<file path="src/rtl/vec_pack.sv">
// Vector packer: gathers signed BW-bit elements into VECTOR_LEN-wide packed vectors,
// flushing early (zero-padded) on last_i, with valid/last/ready handshakes on both sides.
module vec_pack #(
    parameter int BW         = 18,
    parameter int VECTOR_LEN = 2,
    parameter int CNT_W      = $clog2(VECTOR_LEN + 1)
) (
    input  logic                     clk_i,
    input  logic                     rst_i,
    input  logic [BW-1:0]            data_i,
    input  logic                     valid_i,
    input  logic                     last_i,
    output logic                     ready_o,
    output logic [VECTOR_LEN*BW-1:0] data_o,
    output logic [CNT_W-1:0]         cnt_o,
    output logic                     valid_o,
    output logic                     last_o,
    input  logic                     ready_i
);

    // A single-element vector still needs a 1-bit index register.
    localparam int IDX_W = (VECTOR_LEN > 1) ? $clog2(VECTOR_LEN) : 1;
    localparam logic [IDX_W-1:0] IDX_MAX = IDX_W'(VECTOR_LEN - 1);

    logic [IDX_W-1:0]         idx_r;
    logic [VECTOR_LEN*BW-1:0] stage_r;
    logic [VECTOR_LEN*BW-1:0] vec_s;
    logic                     in_fire_s;
    logic                     out_fire_s;
    logic                     complete_s;

    assign ready_o    = !rst_i && (!valid_o || ready_i);
    assign in_fire_s  = valid_i && ready_o;
    assign out_fire_s = valid_o && ready_i;
    assign complete_s = in_fire_s && ((idx_r == IDX_MAX) || last_i);

    // Assemble the outgoing vector: staged slots below idx, current element at idx, zeros above.
    always_comb begin
        vec_s = '0;
        for (int k = 0; k < VECTOR_LEN; k++) begin
            if (k < int'(idx_r)) begin
                vec_s[k*BW +: BW] = stage_r[k*BW +: BW];
            end else if (k == int'(idx_r)) begin
                vec_s[k*BW +: BW] = data_i;
            end else begin
                vec_s[k*BW +: BW] = '0;
            end
        end
    end

    // Index counter and staging register.
    always_ff @(posedge clk_i or posedge rst_i) begin
        if (rst_i) begin
            idx_r   <= '0;
            stage_r <= '0;
        end else if (complete_s) begin
            idx_r   <= '0;
            stage_r <= '0;
        end else if (in_fire_s) begin
            idx_r                          <= idx_r + IDX_W'(1);
            stage_r[int'(idx_r)*BW +: BW] <= data_i;
        end else begin
            idx_r   <= idx_r;
            stage_r <= stage_r;
        end
    end

    // Output register: a completing beat reloads it even while the previous vector drains.
    always_ff @(posedge clk_i or posedge rst_i) begin
        if (rst_i) begin
            data_o  <= '0;
            cnt_o   <= '0;
            last_o  <= 1'b0;
            valid_o <= 1'b0;
        end else if (complete_s) begin
            data_o  <= vec_s;
            cnt_o   <= CNT_W'(idx_r) + CNT_W'(1);
            last_o  <= last_i;
            valid_o <= 1'b1;
        end else if (out_fire_s) begin
            valid_o <= 1'b0;
        end else begin
            valid_o <= valid_o;
        end
    end

    vec_pack_chk #(
        .BW         (BW),
        .VECTOR_LEN (VECTOR_LEN),
        .CNT_W      (CNT_W)
    ) u_chk (
        .clk_i   (clk_i),
        .rst_i   (rst_i),
        .data_o  (data_o),
        .cnt_o   (cnt_o),
        .valid_o (valid_o),
        .last_o  (last_o),
        .ready_i (ready_i)
    );

endmodule

// Protocol checks on the output side of vec_pack.
module vec_pack_chk #(
    parameter int BW         = 18,
    parameter int VECTOR_LEN = 2,
    parameter int CNT_W      = $clog2(VECTOR_LEN + 1)
) (
    input logic                     clk_i,
    input logic                     rst_i,
    input logic [VECTOR_LEN*BW-1:0] data_o,
    input logic [CNT_W-1:0]         cnt_o,
    input logic                     valid_o,
    input logic                     last_o,
    input logic                     ready_i
);

    // A stalled vector must stay put until the consumer takes it.
    hold_stable_a: assert property (@(posedge clk_i) disable iff (rst_i)
        (valid_o && !ready_i) |=> (valid_o && $stable(data_o) && $stable(cnt_o) && $stable(last_o)));

    cnt_range_a: assert property (@(posedge clk_i) disable iff (rst_i)
        valid_o |-> ((cnt_o >= CNT_W'(1)) && (cnt_o <= CNT_W'(VECTOR_LEN))));

endmodule

</file>
<file path="config.mk">
export PLATFORM = sky130hd
export DESIGN_NAME = vec_pack
export DESIGN_NICKNAME = d
export VERILOG_FILES = /design/src/rtl/vec_pack.sv
export SDC_FILE = /design/constraint.sdc
export NUM_CORES = 1
export LEC_CHECK = 0
export ABC_AREA = 0
export BUFFER_PORTS_ARGS = -buffer_cell sky130_fd_sc_hd__buf_2
export CORE_UTILIZATION = 40
export CTS_BUF_LIST = sky130_fd_sc_hd__clkbuf_16
export DETAILED_ROUTE_END_ITERATION = 16
export GPL_TIMING_DRIVEN = 0
export PLACE_DENSITY = 0.74
export SKIP_CTS_REPAIR_TIMING = 1
export SYNTH_ARGS = -nofsm -noshare
export SYNTH_HDL_FRONTEND = slang
export SYNTH_HIERARCHICAL = 1
export SYNTH_SLANG_ARGS = --single-unit
</file>
<file path="constraint.sdc">
create_clock -name clk_i -period 2.2 [get_ports clk_i]
set_input_delay 0.22 -clock clk_i [delete_from_list [all_inputs] [get_ports clk_i]]
set_output_delay 0.22 -clock clk_i [all_outputs]
set_load 0.05 [all_outputs]
</file>
==> summary.txt <==
Run status
  – Outcome: complete, no violations

GRT
  – First-pass GRT wire length: 8307 µm
  – GRT Total Usage: 17.66%
  – Total gr overflow: 0
  – Vias in the first global route: 1,659
  – Initial antenna violation count: 0
  – Pin count of the biggest net entering global routing: 33

Layout
  – Syn-to-layout area delta: 27.79%
  – Reg area: 0.001476 mm²
  – Most frequent cells in the layout: 65 x buf_2, 59 x dfrtp_1, 36 x a22o_1
  – Commonest non-fill, non-tap cell in the layout: buf_2
  – Layout cells sized above 1: 55.42%
  – Ant. Diodes: 0
  – Area taken by multi-input logic gates: 888.4 µm²
  – Fill cells: 522
  – Post-layout nets: 258

Logic synthesis
  – Synth top area share: 59.42%
  – Syn Std Cell Area: 0.002485 mm²
  – Synth Area per Inst: 15.53 µm²
  – Register area share after synthesis: 59.42%
  – Synth async-reset ratio: 100.0%
  – Main synth FF type: dfrtp_1
  – Syn Inst Count: 160
  – Number of synthesis warnings: 6
  – Post-synth EDFFs: 0
  – Syn_nets: 183
  – Ranking of synthesized cells by area: dfrtp_1 59%, a22o_1 13%, mux2_2 12%, mux2_4 6.0%, buf_6 2.7%
  – Synth area leader: dfrtp_1
  – Post-synth cell types: 25
  – Yosys reg bits: 59

Floorplanning
  – Top-Level Pins: 64
  – DIE WIDTH: 80.82 µm
  – # rows: 28
  – Starting Density: 41.72%
  – DIE AREA: 0.006531 mm²
  – Die Height: 80.82 µm
  – Core Area: 0.005956 mm²

STA
  – Max-slew violations: 0
  – RSZ-0062 raised after global routing: false
  – Worst Skew: 0.009065 ns
  – Crit share post-route: 70.20%
  – Final Hold Vio Count: 0
  – Slew HR: 58.05%
  – Worst Slack Setup Final: 0.6555 ns
  – Fin crit period: 1.544 ns
  – Final Setup Violations: 0
  – Worst-margin pin slew: 0.6246 ns
  – Max Clock Freq: 647.5 MHz
  – Total Neg Setup Slack: 0 ns

Place
  – Hpwl dp: 3592 µm
  – Port Buffers: 63
  – Setup slack after placement: 0.6920 ns
  – GP Congestion: 0.7680

Route
  – Routed wire per std cell: 16.57 µm
  – # DRC: 0
  – DR vias: 1,633
  – Via-to-Cell Ratio: 5.184
  – ANT nets after route: 0
  – Total wire length: 5221 µm
  – DR iter-0 viols: 51
  – TritonRoute pass-1 iters: 4

CTS
  – CTS sink count: 59
  – CTS tree: built
  – Clock insertion delay at the later pin of the skew report: 0.32 ns
  – H-Tree Depth: 3
  – Clock Path Buffers: 2
  – TritonCTS Buffers: 9
  – Root Driver: clkbuf_16
  – Reg clk slew, reported paths: 0.06 ns

Pwr
  – PwrDens: 1331 mW/mm²
  – Peak supply drop: 751.0 µV
  – Internal power: 0.002564 W
  – Sw Ratio: 39.33%
  – Clk pwr share: 28.5%
  – Sw Pwr: 0.001662 W
  – Flop pwr share: 34.8%
  – Leakage: 1.654 nW
  – Combinational share of power: 36.7%

Critical path
  – Worst Reg2Reg Path Length in Cells: 4
  – Worst Path Class, Setup: flop to flop
  – WP data required: 2.45 ns
  – Reg-to-reg critical path startpoint: valid_o
  – CP startpoint: valid_o
  – Largest fanout on the critical path: 10
  – Arr. time, crit path: 1.79 ns
  – Worst setup EP type: flop
  – Startpoint Class: flop

Min path
  – Worst min-delay path class: primary input to asynchronous set/reset pin

Job
  – Max Cap Viol: 0
-- state kept, by name (all words and copies together), names as in the netlist --
register	cells
last_o	1
valid_o	1
cnt_o	2
stage_r	18
idx_r	1
data_o	36
-- path summary, 6_finish.rpt --
kind | to | slack [ns]
worst max-delay path | stage_r[1] | 0.66
worst min-delay path | data_o[23] | 0.009
worst max register to register | stage_r[1] | 0.66
worst min register to register | cnt_o[1] | 0.47
max in group asynchronous | data_o[22] | 1.62
min in group clk_i | stage_r[16] | 0.15
-- power by group through the flow --
| stage | Sequential [W] | Combinational, W | Clock, W |
|---|---|---|---|
| 2_1_floorplan | 0.00224 | 0.000450 | 0 |
| 3_3_place_gp | 0.00148 | 0.00153 | 0 |
| 5_1_grt | 0.00150 | 0.00163 | 0.00128 |
| 4_1_cts | 0.00147 | 0.00157 | 0.00122 |
| 6_report | 0.00147 | 0.00155 | 0.00120 |
| 3_5_place_dp | 0.00149 | 0.00156 | 0 |
-- critical path: stages (launching register included) --
cell	delay, ns
dfrtp_1	0.40
nor2b_4	0.16
nor4_4	0.54
buf_6	0.24
a22o_1	0.14
-- routing by layer --
metal | global-route usage (%) | up-vias | part of all wire (%)
met1 | 23.29 | 829 | 45
met4 | 9.286 | 0 | 1.9
met5 | 0 | - | 0
li1 | - | 755 | -
met3 | 4.045 | 10 | 3.8
met2 | 27.06 | 39 | 49
-- synth_stat cells, drive strengths merged, types with 2 or more instances --
| master | count |
|---|---|
| inv | 4 |
| nand2b | 2 |
| mux2 | 36 |
| nand2 | 2 |
| a22o | 36 |
| dfrtp | 59 |
| buf | 10 |
-- cell type report --
type                    instances  area share (%)
plain buffers                  10           3.310
clock buffers                   9           7.092
clock inverters                 7           1.143
inverters                       4          0.4728
multi-input cells              87           27.97
flip-flops and latches         59           46.49
well taps                      75           2.955
repair buffers                 64           10.56
-- stage by stage --
stage,instances,hold slack [ns],instance area [µm²],util (%),total power [W]
5_1_grt,315,0.06697,3176,53.32,0.004406
2_1_floorplan,160,0.3525,2485,-,0.002686
3_5_place_dp,299,0.3676,2914,48.93,0.003051
3_3_place_gp,298,0.4565,2894,48.59,0.003013
6_report,315,0.009286,3176,53.32,0.004226
4_1_cts,315,0.03351,3176,53.32,0.004266
-- cells by family (layout without fill, tap and decap cells) --
family	Yosys count	count (layout)	synth area share, %
DFF	59	59	59.42
AOI/OAI and AO/OA	41	41	14.20
muxes	36	36	17.82
buffers and inverters	14	94	4.834
and+or+nand+nor	10	10	3.726
Power figures use the tool's default switching activity.
